File: config.mk
export PLATFORM = sky130hd
export DESIGN_NAME = sram_1rw_arbiter_flat
export DESIGN_NICKNAME = d
export VERILOG_FILES = /design/src/rtl/sram_1rw_arbiter_if.sv /design/src/rtl/sram_1rw_arbiter.sv /design/src/flat_wrapper.sv
export SDC_FILE = /design/constraint.sdc
export NUM_CORES = 1
export LEC_CHECK = 0
export CAP_MARGIN = 10
export CORE_UTILIZATION = 43
export DETAILED_ROUTE_END_ITERATION = 8
export DONT_BUFFER_PORTS = 1
export GPL_TIMING_DRIVEN = 0
export HOLD_SLACK_MARGIN = 0.12
export PLACE_DENSITY_LB_ADDON = 0.25
export SETUP_SLACK_MARGIN = 0.15
export SLEW_MARGIN = 20
export SYNTH_ARGS = -nofsm -noshare
export SYNTH_HDL_FRONTEND = slang
export SYNTH_SLANG_ARGS = --single-unit
File: constraint.sdc
create_clock -name clock -period 5.1 [get_ports clock]
set_input_delay 1.275 -clock clock [delete_from_list [all_inputs] [get_ports clock]]
set_output_delay 1.275 -clock clock [all_outputs]
set_load 0.02 [all_outputs]
File: src/rtl/sram_1rw_arbiter_if.sv
// Requester-side handshake bundle for the shared 1RW SRAM arbiter:
// a write channel, a read request channel and a read response channel.
interface sram_1rw_arbiter_if #(
  parameter int ADDR_W = 8,
  parameter int DATA_W = 64
);

  logic              wr_valid;
  logic              wr_ready;
  logic [ADDR_W-1:0] wr_addr;
  logic [DATA_W-1:0] wr_data;

  logic              rd_req_valid;
  logic              rd_req_ready;
  logic [ADDR_W-1:0] rd_req_addr;

  logic              rd_resp_valid;
  logic              rd_resp_ready;
  logic [DATA_W-1:0] rd_resp_data;

  // Pipeline stage side: issues requests, consumes responses.
  modport master (
    output wr_valid, wr_addr, wr_data,
    output rd_req_valid, rd_req_addr,
    output rd_resp_ready,
    input  wr_ready, rd_req_ready,
    input  rd_resp_valid, rd_resp_data
  );

  // Arbiter side.
  modport slave (
    input  wr_valid, wr_addr, wr_data,
    input  rd_req_valid, rd_req_addr,
    input  rd_resp_ready,
    output wr_ready, rd_req_ready,
    output rd_resp_valid, rd_resp_data
  );

endinterface

File: src/rtl/sram_1rw_arbiter.sv
// Shares one single-port SRAM macro between a write requester and a read
// requester. One access per cycle, round-robin on conflict. Read data comes
// back one cycle after issue and lands in a 2-entry response FIFO; a read is
// only issued when a FIFO slot is already reserved for it, so consumer
// back-pressure never drops data.
//
// rr_prio state | meaning
// PRIO_READ     | read side wins the next contested cycle (reset value)
// PRIO_WRITE    | write side wins the next contested cycle
module sram_1rw_arbiter #(
  parameter int ADDR_W = 8,
  parameter int DATA_W = 64
) (
  input  logic               clock,
  input  logic               reset,
  sram_1rw_arbiter_if.slave  bus,
  output logic               sram_en,
  output logic               sram_wmode,
  output logic [ADDR_W-1:0]  sram_addr,
  output logic [DATA_W-1:0]  sram_wdata,
  input  logic [DATA_W-1:0]  sram_rdata
);

  typedef enum logic [1:0] {GRANT_NONE, GRANT_WRITE, GRANT_READ} grant_t;
  typedef enum logic {PRIO_READ, PRIO_WRITE} prio_t;

  grant_t            grant;
  prio_t             rr_prio;
  prio_t             rr_prio_next;
  logic              armed;
  logic              inflight;
  logic [DATA_W-1:0] fifo_mem [2];
  logic              rd_ptr;
  logic              wr_ptr;
  logic [1:0]        fifo_count;
  logic [1:0]        occupancy;
  logic              rd_ok;
  logic              wr_elig;
  logic              rd_elig;
  logic              push;
  logic              pop;

  // A read in flight already owns a FIFO slot; count it at issue time.
  assign occupancy = fifo_count + {1'b0, inflight};
  assign rd_ok     = (occupancy < 2'd2);

  // armed stays low through reset and the first cycle after it, so the
  // macro sees no access until the control state has settled.
  assign wr_elig = armed & bus.wr_valid;
  assign rd_elig = armed & bus.rd_req_valid & rd_ok;

  // Grant selection and round-robin update; priority only moves on a contested cycle.
  always_comb begin
    grant        = GRANT_NONE;
    rr_prio_next = rr_prio;
    if (wr_elig && rd_elig) begin
      if (rr_prio == PRIO_READ) begin
        grant        = GRANT_READ;
        rr_prio_next = PRIO_WRITE;
      end else begin
        grant        = GRANT_WRITE;
        rr_prio_next = PRIO_READ;
      end
    end else if (wr_elig) begin
      grant = GRANT_WRITE;
    end else if (rd_elig) begin
      grant = GRANT_READ;
    end
  end

  // Handshake readies and macro controls follow the grant; all zero when idle.
  always_comb begin
    bus.wr_ready     = 1'b0;
    bus.rd_req_ready = 1'b0;
    sram_en          = 1'b0;
    sram_wmode       = 1'b0;
    sram_addr        = '0;
    sram_wdata       = '0;
    case (grant)
      GRANT_WRITE: begin
        bus.wr_ready = 1'b1;
        sram_en      = 1'b1;
        sram_wmode   = 1'b1;
        sram_addr    = bus.wr_addr;
        sram_wdata   = bus.wr_data;
      end
      GRANT_READ: begin
        bus.rd_req_ready = 1'b1;
        sram_en          = 1'b1;
        sram_addr        = bus.rd_req_addr;
      end
      default: ;
    endcase
  end

  // Control state: arming after reset, round-robin priority, read-in-flight flag.
  always_ff @(posedge clock or posedge reset) begin
    if (reset) begin
      armed    <= 1'b0;
      rr_prio  <= PRIO_READ;
      inflight <= 1'b0;
    end else begin
      armed    <= 1'b1;
      rr_prio  <= rr_prio_next;
      inflight <= (grant == GRANT_READ);
    end
  end

  // sram_rdata is only meaningful the cycle after a read issue.
  assign push = inflight;
  assign pop  = bus.rd_resp_valid & bus.rd_resp_ready;

  assign bus.rd_resp_valid = (fifo_count != 2'd0);
  assign bus.rd_resp_data  = bus.rd_resp_valid ? fifo_mem[rd_ptr] : '0;

  // Response FIFO; simultaneous push and pop is legal at any occupancy.
  always_ff @(posedge clock or posedge reset) begin
    if (reset) begin
      fifo_mem[0] <= '0;
      fifo_mem[1] <= '0;
      rd_ptr      <= 1'b0;
      wr_ptr      <= 1'b0;
      fifo_count  <= 2'd0;
    end else begin
      if (push) begin
        fifo_mem[wr_ptr] <= sram_rdata;
        wr_ptr           <= ~wr_ptr;
      end
      if (pop) begin
        rd_ptr <= ~rd_ptr;
      end
      fifo_count <= fifo_count + {1'b0, push} - {1'b0, pop};
    end
  end

  // Slot reservation at issue means a capture can never find the FIFO full.
  a_no_overflow: assert property (@(posedge clock) disable iff (reset)
    !(push && !pop && (fifo_count == 2'd2)));

endmodule
File: src/flat_wrapper.sv
// flat-port wrapper written by rule: the top's interface ports become plain ports
module sram_1rw_arbiter_flat 
#(
  parameter int ADDR_W = 8,
  parameter int DATA_W = 64
)
  (clock, reset, sram_en, sram_wmode, sram_addr, sram_wdata, sram_rdata, bus_wr_valid, bus_wr_addr, bus_wr_data, bus_rd_req_valid, bus_rd_req_addr, bus_rd_resp_ready, bus_wr_ready, bus_rd_req_ready, bus_rd_resp_valid, bus_rd_resp_data);
  sram_1rw_arbiter_if #(.ADDR_W(ADDR_W), .DATA_W(DATA_W)) bus_i ();
  input  logic clock;
  input  logic reset;
  output logic sram_en;
  output logic sram_wmode;
  output logic [ADDR_W-1:0] sram_addr;
  output logic [DATA_W-1:0] sram_wdata;
  input  logic [DATA_W-1:0] sram_rdata;
  input wire logic [$bits(bus_i.wr_valid)-1:0] bus_wr_valid;
  input wire logic [$bits(bus_i.wr_addr)-1:0] bus_wr_addr;
  input wire logic [$bits(bus_i.wr_data)-1:0] bus_wr_data;
  input wire logic [$bits(bus_i.rd_req_valid)-1:0] bus_rd_req_valid;
  input wire logic [$bits(bus_i.rd_req_addr)-1:0] bus_rd_req_addr;
  input wire logic [$bits(bus_i.rd_resp_ready)-1:0] bus_rd_resp_ready;
  output wire logic [$bits(bus_i.wr_ready)-1:0] bus_wr_ready;
  output wire logic [$bits(bus_i.rd_req_ready)-1:0] bus_rd_req_ready;
  output wire logic [$bits(bus_i.rd_resp_valid)-1:0] bus_rd_resp_valid;
  output wire logic [$bits(bus_i.rd_resp_data)-1:0] bus_rd_resp_data;
  assign bus_i.wr_valid = bus_wr_valid;
  assign bus_i.wr_addr = bus_wr_addr;
  assign bus_i.wr_data = bus_wr_data;
  assign bus_i.rd_req_valid = bus_rd_req_valid;
  assign bus_i.rd_req_addr = bus_rd_req_addr;
  assign bus_i.rd_resp_ready = bus_rd_resp_ready;
  assign bus_wr_ready = bus_i.wr_ready;
  assign bus_rd_req_ready = bus_i.rd_req_ready;
  assign bus_rd_resp_valid = bus_i.rd_resp_valid;
  assign bus_rd_resp_data = bus_i.rd_resp_data;
  sram_1rw_arbiter #(.ADDR_W(ADDR_W), .DATA_W(DATA_W)) u_core (.clock(clock), .reset(reset), .bus(bus_i), .sram_en(sram_en), .sram_wmode(sram_wmode), .sram_addr(sram_addr), .sram_wdata(sram_wdata), .sram_rdata(sram_rdata));
endmodule
======== Yosys cells after proc, flatten, opt, wreduce, memory -nomap -nowiden ========
Cells that the tools add are included.
cells by class
  bitwise gates (word level) .............. 8
  multiplexer cells ....................... 17
  add/subtract/negate cells ............... 2
  eq/ne operators ......................... 2
  magnitude comparators ................... 4
  reductions and logical operators ........ 4
operators with widths
  cell                  count
  $mux W64              6
  $bwmux W128           1
  $demux W64 S1         1
  $pmux W8 S2           1
  $mux W2               4
  $and A1 B1 Y1         4
  $ge A2 B2 Y1 const B  2
  $mux W1               4
  $not A1 Y2            2
  $add A2 B1 Y2         1
  $eq A2 B1 Y1 const B  1
  $eq A2 B2 Y1 const B  1
  $logic_and A1 B1 Y1   2
  $lt A2 B1 Y1 const B  1
  $lt A2 B2 Y1 const B  1
  $not A1 Y1            2
  $reduce_bool A2 Y1    1
  $reduce_or A2 Y1      1
  $sub A2 B1 Y2         1
word-level totals
  logic and storage cells ................. 45
  output and inout bits ................... 141
  register bits ........................... 135

======== Logic depth before layout (Yosys ltp) ========
  word-level depth ........................ 9
  mapped depth ............................ 9
  mapped depth without buffers ............ 7

======== Worst setup path before layout ========
Ideal clock, no wire load.
  path kind ............................... input port to output port
  start point ............................. input bus_rd_req_valid
  end point ............................... output sram_addr[0]
  slack ................................... 1.154 ns
  stages on the path ...................... 7
  path buffers ............................ 2
  data arrival time ....................... 2.671 ns
  data required time ...................... 3.825 ns
  path through ............................ nand2_1 -> o211a_1 -> ha_1 -> clkbuf_1 -> clkbuf_1 -> a22oi_1 -> nor2_1
between the ends
  cells in the longest elaborated chain, start to end .. 7
  elaborated cells on any way between the ends .. 9
  those cells by class .................... 2 x eq/ne; 4 x mux; 2 x bitwise; 1 x reduce/logical
ends and longest elaborated chain
  what                                          RTL line                text
  start: declaration                            flat_wrapper.sv:19      input wire logic [$bits(bus_i.rd_req_valid)-1:0] bus_rd_req_valid;
  $and A1 B1 Y1 (*) (2 in a row)                sram_1rw_arbiter.sv:50  assign rd_elig = armed & bus.rd_req_valid & rd_ok;
  $mux W2                                       sram_1rw_arbiter.sv:66  end else if (rd_elig) begin
  $mux W2                                       sram_1rw_arbiter.sv:64  end else if (wr_elig) begin
  $mux W2 (*)                                   sram_1rw_arbiter.sv:56  if (wr_elig && rd_elig) begin
  $eq A2 B2 Y1 or $eq A2 B1 Y1 (tied branches)  sram_1rw_arbiter.sv:79  case (grant)
  $pmux W8 S2 (*)                               sram_1rw_arbiter.sv:79
  end: declaration                              flat_wrapper.sv:13      output logic [ADDR_W-1:0] sram_addr;
Mark *: on every way between the ends. The rest lies on a longest branch, timed or not.

======== Worst setup path after layout ========
  start point ............................. register u_core.inflight
  end point ............................... output sram_addr[2]
between the ends
  cells in the longest elaborated chain, start to end .. 8
  elaborated cells on any way between the ends .. 10
  those cells by class .................... 1 x add/sub; 1 x order compare; 2 x eq/ne; 4 x mux; 1 x bitwise; 1 x reduce/logical
ends and longest elaborated chain
  what                                          RTL line                 text
  start: declaration                            sram_1rw_arbiter.sv:31   logic inflight;
  start signal: assignment                      sram_1rw_arbiter.sv:105  inflight <= (grant == GRANT_READ);
  $add A2 B1 Y2 (*)                             sram_1rw_arbiter.sv:44   assign occupancy = fifo_count + {1'b0, inflight};
  $lt A2 B2 Y1 (*)                              sram_1rw_arbiter.sv:45   assign rd_ok = (occupancy < 2'd2);
  $and A1 B1 Y1 (*)                             sram_1rw_arbiter.sv:50
  $mux W2                                       sram_1rw_arbiter.sv:66
  $mux W2                                       sram_1rw_arbiter.sv:64
  $mux W2 (*)                                   sram_1rw_arbiter.sv:56
  $eq A2 B2 Y1 or $eq A2 B1 Y1 (tied branches)  sram_1rw_arbiter.sv:79
  $pmux W8 S2 (*)                               sram_1rw_arbiter.sv:79
Marked as above.

==> flow_metrics.tcl <==
set metrics [dict create \
    top_usage_layer "met2" \
    fin_crit_ps 4540 \
    num_rows 46 \
    seq_area_sq_um 3380 \
    r2r_cells 5 \
    relSlewSlack_pct 58.0 \
    grt-ovfl-total 0 \
    power.density_nw_per_um2 726 \
    grt_pass1_vias 4445 \
    max_cap_viol_count 0 \
    final_cell_mix "dfrtp_1, nor2_1, and2_1, mux2i_1, mux2_2" \
    vdd_drop_max_mv 0.309 \
    mostFrequentLayoutCell "dfrtp_1" \
    drc_errors 0 \
    multi_input_area_sq_um 3210 \
    cts_resized 0 \
    synth_cell_types 25 \
    final_max_slew_viol_count 0 \
    hpwl_mm 16.1 \
    insertion_delay_ps 420 \
    pin_count 290 \
    clk_pin_slew_ps 60 \
    wl_per_cell_um 25.9 \
    rsz0062_at_grt "false" \
    first_pass_iters 4 \
    netlist_instances 535 \
    initial_core_util_pct 43.9 \
    fin_ws_ps 560 \
    yosys_register_bits 135 \
    drive_above_1_share_pct 31.9 \
    crit_path_end_kind "output pin" \
    yosysWarnings 0 \
    critPathKind "flip-flop to output pin" \
    ctsLongestPathBuffers 2 \
    place_congestion 1.19 \
    fp.dieH_um 129 \
    htreeDepth 4 \
    die_area_sq_um 16600 \
    clock_skew_ps 7.34 \
    hold_class "flip-flop to flip-flop" \
    nNetsFinal 708 \
    avgSynthCellArea_sq_um 12.9 \
    synth-main-ff-cell "dfrtp_1" \
    area_growth_pct 14.4 \
    start_kind "flip-flop" \
    path_max_fanout 10 \
    setup_violations 0 \
    met3_usage_pct 9.48 \
    wl_mm 20.7 \
    hold_viol 0 \
    drtIter0Drc 217 \
    grt_max_degree 74 \
    pre_cts_slack_ps 636 \
    use_met2_pct 39.5 \
    grtUsageTotal_pct 25.4 \
    synth_area_sq_um 6920 \
    via_count 4270 \
    cts_buffers 17 \
    synthArstFlopShare_pct 100 \
    finalSetupTns_ps 0 \
    synth_edf_count 0 \
    grt_pass1_wl_mm 29.1 \
    syn_nets 688 \
    clockRootBuffer "clkbuf_16" \
    period_share_pct 89.0 \
    ys_seq_area_share_pct 48.8 \
    grt_use_met1_pct 28.6 \
    vias_per_cell 5.34 \
    run_status "finished clean" \
    ant_nets 0 \
    whs_ps 499 \
    worstPathRequired_ps 3830 \
    critPathArrivalTime_ps 3260 \
    core-area_sq_um 15800 \
    portBuffers 0 \
    antenna_found_initial 18 \
    clock-sinks 135 \
    worst_pin_slew_ps 627 \
    whs_path_depth 1 \
    total_leakage_power_nw 3.62 \
    cts_setup_buffers 0 \
    fmax_ghz 0.220 \
    fillers 1454 \
    cts_tree "done" \
    cts_hold_buffers 0 \
    fp.dieW_um 129 \
]
## final cells by class
class / count / area share, %
plain buffers: 38 / 3.94
repair buffers: 1 / 0.348
clock buffers: 17 / 5.38
diodes: 15 / 0.474
inverters: 6 / 0.379
flip-flops and latches: 135 / 42.7
clock inverters: 15 / 2.85
multi-input cells: 356 / 40.5
well taps: 216 / 3.42
## state kept, by name, indices dropped and copies added, names as in the netlist
register and cells:
u_core.armed 1, u_core.fifo_count 2, u_core.fifo_mem 128, u_core.inflight 1, u_core.rd_ptr 1, u_core.rr_prio 1
u_core.wr_ptr 1
## cells by family after synthesis
logic type / count (synthesis) / share of synthesized area, %
multiplexers: 192 / 33.3
AND/OR/NAND/NOR: 144 / 10.5
flip-flops: 135 / 48.8
buffers and inverters: 44 / 4.83
AO/OA/AOI/OAI: 10 / 1.12
XOR/XNOR: 5 / 0.633
adder cells (fa/ha/maj): 4 / 0.723
other: 1 / 0.0542
## worst max-delay path: stages, from the launching register on
cell	delay, ps
dfrtp_1	450
ha_1	220
xnor2_1	190
nand2_1	130
o211a_1	150
ha_1	330
clkbuf_1	380
clkbuf_1	360
a22oi_1	120
nor2_1	500
## path summary, 6_finish.rpt
kind	startpoint	end	slack (ps)
setup / recovery	u_core.inflight	sram_addr[2]	560
hold / removal	u_core.fifo_mem[50]	u_core.fifo_mem[50]	500
setup reg to reg	u_core.inflight	u_core.inflight	3290
hold reg to reg	u_core.fifo_mem[50]	u_core.fifo_mem[50]	500
max in group asynchronous	reset	u_core.fifo_mem[11]	3670
min in group asynchronous	reset	u_core.fifo_mem[94]	740
## per-stage QoR
stage | power [mW] | instances | util (%) | area [sq um]
after floorplan | 3.97 | 535 | - | 6920
after global placement | 4.34 | 751 | 45.6 | 7190
after detailed placement | 4.43 | 752 | 45.8 | 7230
after CTS | 5.81 | 784 | 49.9 | 7880
after global routing | 6.06 | 798 | 50.2 | 7910
final | 5.75 | 799 | 50.2 | 7910
## synthesized netlist by cell type (2+ instances only)
| cell | instances | area, sq um |
|---|---|---|
| a22oi_1 | 8 | 60.1 |
| and2_1 | 65 | 407 |
| buf_1 | 6 | 22.5 |
| buf_12 | 6 | 120 |
| buf_2 | 3 | 15.0 |
| buf_4 | 8 | 60.1 |
| buf_6 | 5 | 56.3 |
| clkbuf_1 | 10 | 37.5 |
| dfrtp_1 | 135 | 3380 |
| ha_1 | 4 | 50.1 |
| inv_1 | 6 | 22.5 |
| mux2_1 | 5 | 56.3 |
| mux2_2 | 63 | 709 |
| mux2_4 | 60 | 901 |
| mux2i_1 | 64 | 641 |
| nand2_1 | 2 | 7.51 |
| nand4_1 | 2 | 12.5 |
| nor2_1 | 73 | 274 |
| xnor2_1 | 3 | 26.3 |
| xor2_1 | 2 | 17.5 |
## per-layer routing
layer	wire (um)	vias up
li1	-	1881
met1	7610	2123
met2	9840	203
met3	2060	63
met4	1210	0
met5	0	-
## where the power goes
group,internal (mW),switching [mW],leakage (nW)
clock network,0.871,0.481,0.312
logic,1.01,1.49,1.71
registers,1.61,0.288,1.60
No activity file was read; power rests on OpenSTA's default activity.
